### src/rtl/reset_boot_sequencer_if.sv
// Controller-side bundle of the boot sequencer: software reset request in,
// per-domain resets and sequence status out.
interface reset_boot_sequencer_if #(
  parameter int NUM_OUTPUTS = 4
);
  logic                   sw_reset_req;
  logic [NUM_OUTPUTS-1:0] sw_reset_mask;
  logic [NUM_OUTPUTS-1:0] reset_o;
  logic                   all_released;
  logic                   busy;
  logic [7:0]             seq_count;

  modport master (
    output sw_reset_req,
    output sw_reset_mask,
    input  reset_o,
    input  all_released,
    input  busy,
    input  seq_count
  );

  modport slave (
    input  sw_reset_req,
    input  sw_reset_mask,
    output reset_o,
    output all_released,
    output busy,
    output seq_count
  );
endinterface

### src/rtl/reset_boot_sequencer.sv
// Staggered multi-domain reset release after power-on and on software request.
// reset_o is flopped; requests outside RUN are dropped, never queued.
module reset_boot_sequencer #(
  parameter int NUM_OUTPUTS    = 4,
  parameter int POR_CYCLES     = 20,
  parameter int STAGGER_CYCLES = 4,
  parameter int SW_PULSE_MIN   = 8,
  parameter int CNT_WIDTH      = 16
) (
  input  logic                  clk,
  input  logic                  reset,
  reset_boot_sequencer_if.slave bus
);

  localparam logic [CNT_WIDTH-1:0]   POR_C   = CNT_WIDTH'(POR_CYCLES);
  localparam logic [CNT_WIDTH-1:0]   STG_C   = CNT_WIDTH'(STAGGER_CYCLES);
  localparam logic [CNT_WIDTH-1:0]   PULSE_C = CNT_WIDTH'(SW_PULSE_MIN);
  localparam logic [CNT_WIDTH-1:0]   CNT_ONE = CNT_WIDTH'(1);
  localparam logic [NUM_OUTPUTS-1:0] ONE_N   = NUM_OUTPUTS'(1);

  typedef enum logic [2:0] {
    ST_POR_HOLD,
    ST_RELEASE,
    ST_RUN,
    ST_SW_HOLD,
    ST_SW_RELEASE
  } state_e;

  state_e                 state_q, state_d;
  logic [CNT_WIDTH-1:0]   cnt_q, cnt_d;
  logic [NUM_OUTPUTS-1:0] pend_q, pend_d;
  logic [NUM_OUTPUTS-1:0] rst_q, rst_d;
  logic [7:0]             seq_q = 8'd0;
  logic [7:0]             seq_d;

  logic                   step;
  state_e                 rel_state;
  logic [NUM_OUTPUTS-1:0] lsb;
  logic [NUM_OUTPUTS-1:0] drop;
  logic [NUM_OUTPUTS-1:0] pend_left;

  // pend_q tracks domains still held by the running sequence; they drop
  // lowest index first, or all together when there is no stagger.
  assign lsb       = pend_q & (~pend_q + ONE_N);
  assign drop      = (STAGGER_CYCLES == 0) ? pend_q : lsb;
  assign pend_left = pend_q & ~drop;

  always_comb begin
    state_d   = state_q;
    cnt_d     = cnt_q + CNT_ONE;
    pend_d    = pend_q;
    rst_d     = rst_q;
    seq_d     = seq_q;
    step      = 1'b0;
    rel_state = ST_RELEASE;

    case (state_q)
      ST_POR_HOLD: begin
        step      = (cnt_q == POR_C);
        rel_state = ST_RELEASE;
      end
      ST_RELEASE: begin
        step      = (cnt_q == STG_C);
        rel_state = ST_RELEASE;
      end
      ST_RUN: begin
        cnt_d = '0;
        if (bus.sw_reset_req && (bus.sw_reset_mask != '0)) begin
          rst_d   = rst_q | bus.sw_reset_mask;
          pend_d  = bus.sw_reset_mask;
          cnt_d   = CNT_ONE;
          state_d = ST_SW_HOLD;
        end
      end
      ST_SW_HOLD: begin
        step      = (cnt_q == PULSE_C);
        rel_state = ST_SW_RELEASE;
      end
      ST_SW_RELEASE: begin
        step      = (cnt_q == STG_C);
        rel_state = ST_SW_RELEASE;
      end
      default: begin
        state_d = ST_POR_HOLD;
        cnt_d   = '0;
        pend_d  = '1;
        rst_d   = '1;
      end
    endcase

    if (step) begin
      rst_d  = rst_q & ~drop;
      pend_d = pend_left;
      cnt_d  = CNT_ONE;
      if (pend_left == '0) begin
        state_d = ST_RUN;
        cnt_d   = '0;
        seq_d   = (seq_q == 8'hFF) ? seq_q : seq_q + 8'd1;
      end else begin
        state_d = rel_state;
      end
    end
  end

  // The sequence counter survives reset on purpose: it counts boots.
  always_ff @(posedge clk) begin
    if (reset) begin
      state_q <= ST_POR_HOLD;
      cnt_q   <= '0;
      pend_q  <= '1;
      rst_q   <= '1;
    end else begin
      state_q <= state_d;
      cnt_q   <= cnt_d;
      pend_q  <= pend_d;
      rst_q   <= rst_d;
      seq_q   <= seq_d;
    end
  end

  assign bus.reset_o      = rst_q;
  assign bus.busy         = (state_q != ST_RUN);
  assign bus.all_released = (state_q == ST_RUN) && (rst_q == '0);
  assign bus.seq_count    = seq_q;

endmodule

### src/flat_wrapper.sv
// flat-port wrapper written by rule: the top's interface ports become plain ports
module reset_boot_sequencer_flat 
#(
  parameter int NUM_OUTPUTS    = 4,
  parameter int POR_CYCLES     = 20,
  parameter int STAGGER_CYCLES = 4,
  parameter int SW_PULSE_MIN   = 8,
  parameter int CNT_WIDTH      = 16
)
  (clk, reset, bus_sw_reset_req, bus_sw_reset_mask, bus_reset_o, bus_all_released, bus_busy, bus_seq_count);
  reset_boot_sequencer_if #(.NUM_OUTPUTS(NUM_OUTPUTS)) bus_i ();
  input  logic clk;
  input  logic reset;
  input wire logic [$bits(bus_i.sw_reset_req)-1:0] bus_sw_reset_req;
  input wire logic [$bits(bus_i.sw_reset_mask)-1:0] bus_sw_reset_mask;
  output wire logic [$bits(bus_i.reset_o)-1:0] bus_reset_o;
  output wire logic [$bits(bus_i.all_released)-1:0] bus_all_released;
  output wire logic [$bits(bus_i.busy)-1:0] bus_busy;
  output wire logic [$bits(bus_i.seq_count)-1:0] bus_seq_count;
  assign bus_i.sw_reset_req = bus_sw_reset_req;
  assign bus_i.sw_reset_mask = bus_sw_reset_mask;
  assign bus_reset_o = bus_i.reset_o;
  assign bus_all_released = bus_i.all_released;
  assign bus_busy = bus_i.busy;
  assign bus_seq_count = bus_i.seq_count;
  reset_boot_sequencer #(.NUM_OUTPUTS(NUM_OUTPUTS), .POR_CYCLES(POR_CYCLES), .STAGGER_CYCLES(STAGGER_CYCLES), .SW_PULSE_MIN(SW_PULSE_MIN), .CNT_WIDTH(CNT_WIDTH)) u_core (.clk(clk), .reset(reset), .bus(bus_i));
endmodule
### config.mk
export PLATFORM = sky130hd
export DESIGN_NAME = reset_boot_sequencer_flat
export DESIGN_NICKNAME = d
export VERILOG_FILES = /design/src/rtl/reset_boot_sequencer_if.sv /design/src/rtl/reset_boot_sequencer.sv /design/src/flat_wrapper.sv
export SDC_FILE = /design/constraint.sdc
export NUM_CORES = 1
export LEC_CHECK = 0
export BUFFER_PORTS_ARGS = -buffer_cell sky130_fd_sc_hd__buf_2
export CORE_ASPECT_RATIO = 1.75
export CORE_UTILIZATION = 62
export CTS_CLUSTER_DIAMETER = 150
export CTS_CLUSTER_SIZE = 28
export DETAILED_ROUTE_END_ITERATION = 10
export PLACE_DENSITY = 0.84
export REMOVE_ABC_BUFFERS = 1
export SYNTH_ARGS = -nofsm -noshare
export SYNTH_HDL_FRONTEND = slang
export SYNTH_SLANG_ARGS = --single-unit
### constraint.sdc
create_clock -name clk -period 6.9 [get_ports clk]
set_input_delay 1.38 -clock clk [delete_from_list [all_inputs] [get_ports clk]]
set_output_delay 1.38 -clock clk [all_outputs]
set_load 0.02 [all_outputs]
==> metrics.csv, run 1 <==
stage,metric,value,unit
run_status,outcome,finished with violations,
run_status,violations,DRC,
logic_synthesis,synth-compound-area-share,14.5,%
timing,rsz0062_at_grt,false,
floorplanning,die_area,0.00329,mm2
drt,vias_per_cell,6.30,
worst_hold_path,hold_depth,2,
logic_synthesis,syn-cell-area,0.00189,mm2
logic_synthesis,synth_top_family_by_area,simple AND/OR/NAND/NOR gates,
logic_synthesis,synth_simple_gate_area_share,26.1,%
global_route,antenna_found_initial,0,
global_route,grt_overflow,0,
pwr,power_frac_seq,52.3,%
clocking,cts_tree,done,
critical_path,rrSetupSlack,4.29,ns
timing,post-route-period-util,43.5,%
critical_path,r2r-start,u_core.state_q[0]$_SDFFE_PP0P_,
critical_path,start_kind,flip-flop,
logic_synthesis,postSynth.asyncResetShare,0,%
pwr,p_int,0.318,mW
timing,maxSlewHeadroom,61.3,%
timing,tightest_slew,0.581,ns
logic_synthesis,synthAdderAreaFrac,2.51,%
critical_path,crit_required,5.52,ns
drt,wl_per_cell,16.2,um
final_layout,syn2layout_area_growth,9.25,%
critical_path,r2r_end,u_core.bus.seq_count[6]$_DFFE_PP_,
clocking,cts_max_level,2,
logic_synthesis,synth_warnings,0,
critical_path,critPathKind,reg -> out,
global_route,grt_usage,27.3,%
clocking,cts_buffers,5,
logic_synthesis,synth.area.mux_share,1.65,%
clocking,cts-hold-fix-buffers,0,
logic_synthesis,netlist-cell-type-count,48,
pwr,p_switching,0.103,mW
drt,first_pass_iters,7,
worst_hold_path,holdCritPathClass,reg -> reg,
pwr,combPwrFrac,8.8,%
timing,fin_worst_skew,0.0109,ns
clocking,cts.sinks,35,
clocking,cts_resized,0,
timing,fin_tns_setup,0,ns
logic_synthesis,synthCells,206,
critical_path,worst-r2r-cell-count,4,
timing,slew_viol_final,0,
timing,fmaxAchievable,0.333,GHz
global_route,grt_max_degree,16,
global_route,grt_pass1_wl,6.57,mm
pwr,switching_share,24.4,%
logic_synthesis,syn_area_per_cell,9.19,um2
floorplanning,start_util,65.4,%
critical_path,cp.arrival,1.62,ns
logic_synthesis,synth_seq_cells,35,
pwr,ir_worst_vdd,0.153,mV
worst_hold_path,worstHoldStart,u_core.bus.reset_o[0]$_SDFFE_PP1P_,
logic_synthesis,ys_seq_area_share,41.2,%
critical_path,cp_max_fo,10,
drt,drt_iter0_drc,61,
place,dp_hpwl,2.99,mm
place,portBuffers,20,
worst_hold_path,hold_end,u_core.bus.reset_o[0]$_SDFFE_PP1P_,
timing,finalSetupViolCount,0,
critical_path,worst_setup_path_end_kind,primary output,
timing,fin_crit,3.00,ns
pwr,leakage,0.794,nW
final_layout,n_antenna_cell,0,
clocking,post-cts-setup-buffers,0,
final_layout,drive_above_1_share,15.1,%
final_layout,final_nets,234,
clocking,clockBufferDepth,2,
drt,drc,5,
clocking,cts.clk_slew.worst_paths,0.07,ns
drt,final_antenna_net_count,0,
logic_synthesis,synth-main-ff-cell,dfxtp_1,
pwr,p_per_area,203,mW/mm2
pwr,finalPower,0.421,mW
flow_run,max-cap-violations,0,
pwr,power_frac_clock,38.9,%
floorplanning,die_y,75.1,um
drt,num_vias,1594,
floorplanning,die_w,43.8,um
drt,wirelength,4.10,mm
logic_synthesis,synth_xor_area_share,9.25,%
place,place_congestion,0.958,
global_route,grt_pass1_vias,1500,
logic_synthesis,synth_edf_count,8,
floorplanning,io_pins,21,
clocking,clockRootBuffer,clkbuf_8,
floorplanning,core_area,0.00290,mm2
floorplanning,num_rows,26,
timing,hold_viol_final,0,
clocking,clk_latency,0.30,ns
critical path, stage by stage (launching register included):
cell and delay [ns]:
dfxtp_1 0.56, nor2b_1 0.20, and2b_1 0.18, inv_1 0.11, nor2_1 0.10, buf_2 0.16
Yosys cell counts (3+ instances only):
cell type | n | share of area, %
a211oi_1 | 3 | 1.2
buf_2 | 3 | 0.79
a21oi_1 | 6 | 1.6
nor2_1 | 23 | 4.6
or3_1 | 3 | 0.99
and3_1 | 6 | 2.0
nand2b_1 | 3 | 0.99
xor2_1 | 13 | 6.0
and4_1 | 3 | 1.4
nor2b_1 | 4 | 1.3
o21ai_0 | 8 | 2.1
a31oi_1 | 5 | 1.7
o21a_1 | 4 | 1.6
xnor2_1 | 7 | 3.2
inv_1 | 8 | 1.6
edfxtp_1 | 8 | 13
nand3_1 | 9 | 2.4
nand4_1 | 3 | 0.99
nor3b_1 | 4 | 1.6
ha_1 | 3 | 2.0
clkbuf_1 | 3 | 0.59
buf_6 | 3 | 1.8
dfxtp_1 | 27 | 29
nor3_1 | 4 | 1.1
nand2_1 | 13 | 2.6
worst max-delay path by stage:
stage | startpoint | to | cells past startpoint | slack, ns
2_1_floorplan | u_core.state_q[1]$_SDFFE_PP0P_ | bus_all_released | 4 | 4.24
3_3_place_gp | u_core.state_q[1]$_SDFFE_PP0P_ | bus_all_released | 5 | 4.31
3_5_place_dp | u_core.state_q[1]$_SDFFE_PP0P_ | bus_all_released | 5 | 4.23
4_1_cts | u_core.state_q[1]$_SDFFE_PP0P_ | bus_all_released | 5 | 3.92
5_1_grt | u_core.state_q[1]$_SDFFE_PP0P_ | bus_all_released | 5 | 3.76
6_report | u_core.state_q[1]$_SDFFE_PP0P_ | bus_all_released | 5 | 3.90
state kept, by name, indices dropped and copies added (netlist names):
name                  flops
u_core.bus.reset_o        4
u_core.pend_q             4
u_core.cnt_q             16
u_core.bus.seq_count      8
u_core.state_q            3
layout make-up:
| class | count | area (um2) |
|---|---|---|
| multi-input combinational | 154 | 1020 |
| fill | 216 | 827 |
| sequential | 35 | 781 |
| clock buffer | 8 | 100 |
| timing repair buffer | 20 | 100 |
| tap | 28 | 35.0 |
| inverter | 8 | 30.0 |
layout by cell type, fill, tap and decap left out, drive strengths merged, types with 2 or more instances in the layout:
cell type and instances:
nor4b 2, a31oi 5, clkbuf 8, xor2 13, edfxtp 8, nand2 13, ha 3, nor2 23
or4b 2, mux2i 2, and3 6, xnor2 7, o21ai 9, nor2b 4, o21a 5, nor3 4
buf 20, nand3 9, nor3b 4, or4 2, nand4 3, and2b 2, dfxtp 27, a21oi 7
or3 3, a211oi 4, and4 3, o211ai 2, nand2b 3, nor4 3, inv 8
kinds of logic after synthesis:
kind of cell    after synthesis
mux                           3
fa+ha+maj                     4
buf+inv                      17
flops                        35
simple gates                 88
xor+xnor                     20
compound gates               39
power by group through the flow:
stage,registers [mW],clock network (mW),logic (mW)
after floorplan,0.222,0,0.0264
after global placement,0.224,0,0.0352
after detailed placement,0.224,0,0.0364
after CTS,0.220,0.167,0.0367
after global routing,0.221,0.175,0.0410
final,0.220,0.164,0.0371
per-stage QoR:
stage	instances	util [%]	instance area, um2	hold slack, ns	worst slack [ns]
4_1_cts	253	71.4	2070	0.498	3.92
3_3_place_gp	245	68.0	1970	0.479	4.31
3_5_place_dp	245	68.0	1970	0.482	4.23
6_report	253	71.4	2070	0.504	3.90
5_1_grt	253	71.4	2070	0.521	3.76
2_1_floorplan	197	-	1830	0.451	4.24
routing by layer:
layer  up-vias  GRT usage, %  wire length, um
li1        774             -                -
met1       731          26.2             1530
met2        67          49.3             2120
met3        22          6.00              214
met4         0          20.1              237
met5         -             0                0
Note: power is estimated with default switching activity, not from simulation.
==> run 2: changes to the inputs <==
Settings changed: CORE_UTILIZATION 62 to 52, PLACE_DENSITY 0.84 to 0.75.
Clock period 6.9 ns to 2.65 ns, I/O delays scaled along.
==> metrics.csv, run 2 (synthesis gave the netlist of run 1 again) <==
stage,metric,value,unit
run_status,outcome,completed,
timing,fin_tns_setup,0,ns
final_layout,final_cell_mix,"dfxtp_1, nor2_1, buf_2",
pwr,combPwrFrac,9.9,%
timing,post-route-period-util,91.5,%
pwr,leakage,0.810,nW
drt,vias_per_cell,5.71,
critical_path,critical_path.cell_chain,mux2_2 -> or4b_1 -> a21oi_2 -> and3_1,
pwr,power_frac_seq,53.3,%
place,dp.cells,266,
pwr,finalPower,1.07,mW
pwr,p_int,0.808,mW
critical_path,cp_max_fo,10,
pwr,switching_share,24.6,%
drt,wl_per_cell,13.9,um
global_route,grt_max_degree,16,
clocking,cts-hold-fix-buffers,0,
global_route,grt_pass1_vias,1486,
critical_path,worst_path_largest_cell_delay,0.54,ns
global_route,grt_pass1_wl,6.16,mm
global_route,grt_overflow,0,
final_layout,layout_commonest_cell,dfxtp_1,
drt,wirelength,3.80,mm
clocking,clockBufferDepth,2,
timing,finalHoldWorstSlack,0.477,ns
pwr,p_switching,0.264,mW
timing,fin_crit,2.42,ns
final_layout,final_nets,238,
final_layout,n_antenna_cell,0,
floorplanning,die_area,0.00390,mm2
floorplanning,num_rows,28,
clocking,cts_tree,done,
worst_hold_path,holdCritPathClass,reg -> reg,
critical_path,critPathKind,reg -> reg,
global_route,grt_usage,22.2,%
floorplanning,io_pins,21,
clocking,cts.clk_slew.worst_paths,0.07,ns
final_layout,syn2layout_area_growth,11.5,%
drt,drt_iter0_drc,34,
global_route,antenna_found_initial,0,
final_layout,drive_above_1_share,16.6,%
place,place_congestion,0.839,
pwr,ir_worst_vdd,0.428,mV
final_layout,largest_reg_flops,16,
critical_path,worst_setup_path_end_kind,flip-flop,
timing,slew_viol_final,0,
drt,final_antenna_net_count,0,
timing,finalSetupViolCount,0,
timing,fmaxAchievable,0.413,GHz
clocking,cts.sinks,35,
clocking,clockRootBuffer,clkbuf_8,
timing,maxSlewHeadroom,72.6,%
critical_path,crit_family,simple AND/OR/NAND/NOR gates,
critical_path,cp.arrival,2.38,ns
pwr,p_per_area,508,mW/mm2
floorplanning,die_w,47.6,um
critical_path,crit_required,2.61,ns
clocking,cts_buffers,5,
clocking,cts_resized,0,
timing,fin_worst_skew,0.00530,ns
flow_run,max-cap-violations,0,
critical_path,worst_path_max_delay_cell,dfxtp_1,
pwr,power_frac_clock,36.8,%
final_layout,n_fill_cell,318,
timing,hold_viol_final,0,
timing,tightest_slew,0.410,ns
timing,rsz0062_at_grt,false,
drt,first_pass_iters,4,
place,portBuffers,20,
critical_path,path_buf_inv,0,
clocking,clk_latency,0.29,ns
floorplanning,die_y,81.8,um
floorplanning,start_util,55.1,%
floorplanning,core_area,0.00343,mm2
critical_path,start_kind,flip-flop,
place,dp_hpwl,2.80,mm
drt,num_vias,1564,
clocking,post-cts-setup-buffers,0,
drt,drc,0,
final_layout,fin_cells,274,
final_layout,top_register,u_core.cnt_q,
clocking,cts_max_level,2,
[run 2: cell count changes in the layout (fill, tap and decap cells not counted)]
cell / previous run / this run
clkinv_2: 0 / 1
clkbuf_8: 7 / 6
buf_4: 0 / 4
[run 2: metal layers]
layer	track usage (%)	wire length, um	part of all wire, %	up-vias
li1	-	-	-	785
met1	22.4	1570	41	724
met2	39.2	1990	52	45
met3	5.27	144	3.8	10
met4	12.5	95	2.5	0
met5	0	0	0	-
[run 2: layout make-up]
type / count / area (um2) / area share (%)
inverters: 8 / 30.0 / 1.42
clock buffers: 7 / 86.3 / 4.09
repair buffers: 24 / 130 / 6.16
multi-input cells: 154 / 1020 / 48.4
well taps: 45 / 56.3 / 2.67
flip-flops and latches: 35 / 781 / 37.0
clock inverters: 1 / 5.00 / 0.237
[run 2: tightest hold or removal path: cells and delay by family, from the launching register on]
family | cells | cell delay, ns
DFF | 1 | 0.32
buffers and inverters | 1 | 0.04
AOI/OAI and AO/OA | 1 | 0.07
[run 2: path summary, 6_finish.rpt]
path / start / to / slack [ns] / cells after the start
worst max register to register: u_core.state_q[0]$_SDFFE_PP0P_ / u_core.bus.seq_count[6]$_DFFE_PP_ / 0.23 / 4
worst max-delay path: u_core.state_q[0]$_SDFFE_PP0P_ / u_core.bus.seq_count[6]$_DFFE_PP_ / 0.23 / 4
worst min-delay path: u_core.bus.reset_o[0]$_SDFFE_PP1P_ / u_core.bus.reset_o[0]$_SDFFE_PP1P_ / 0.48 / 2
worst min register to register: u_core.bus.reset_o[0]$_SDFFE_PP1P_ / u_core.bus.reset_o[0]$_SDFFE_PP1P_ / 0.48 / 2
[run 2: per-stage QoR]
step / worst slack (ns) / area, um2 / util (%)
after floorplan: 0.301 / 1830 / -
after global placement: 0.273 / 2020 / 58.8
after detailed placement: 0.250 / 2020 / 58.8
after CTS: 0.234 / 2110 / 61.5
after global routing: 0.105 / 2110 / 61.5
final: 0.226 / 2110 / 61.5
[run 2: power groups by stage]
stage / clock [mW] / combinational, mW / sequential, mW
finish: 0.394 / 0.106 / 0.571
global route: 0.424 / 0.121 / 0.572
CTS: 0.405 / 0.107 / 0.571
global placement: 0 / 0.105 / 0.582
detailed placement: 0 / 0.106 / 0.583
floorplan: 0 / 0.0686 / 0.579
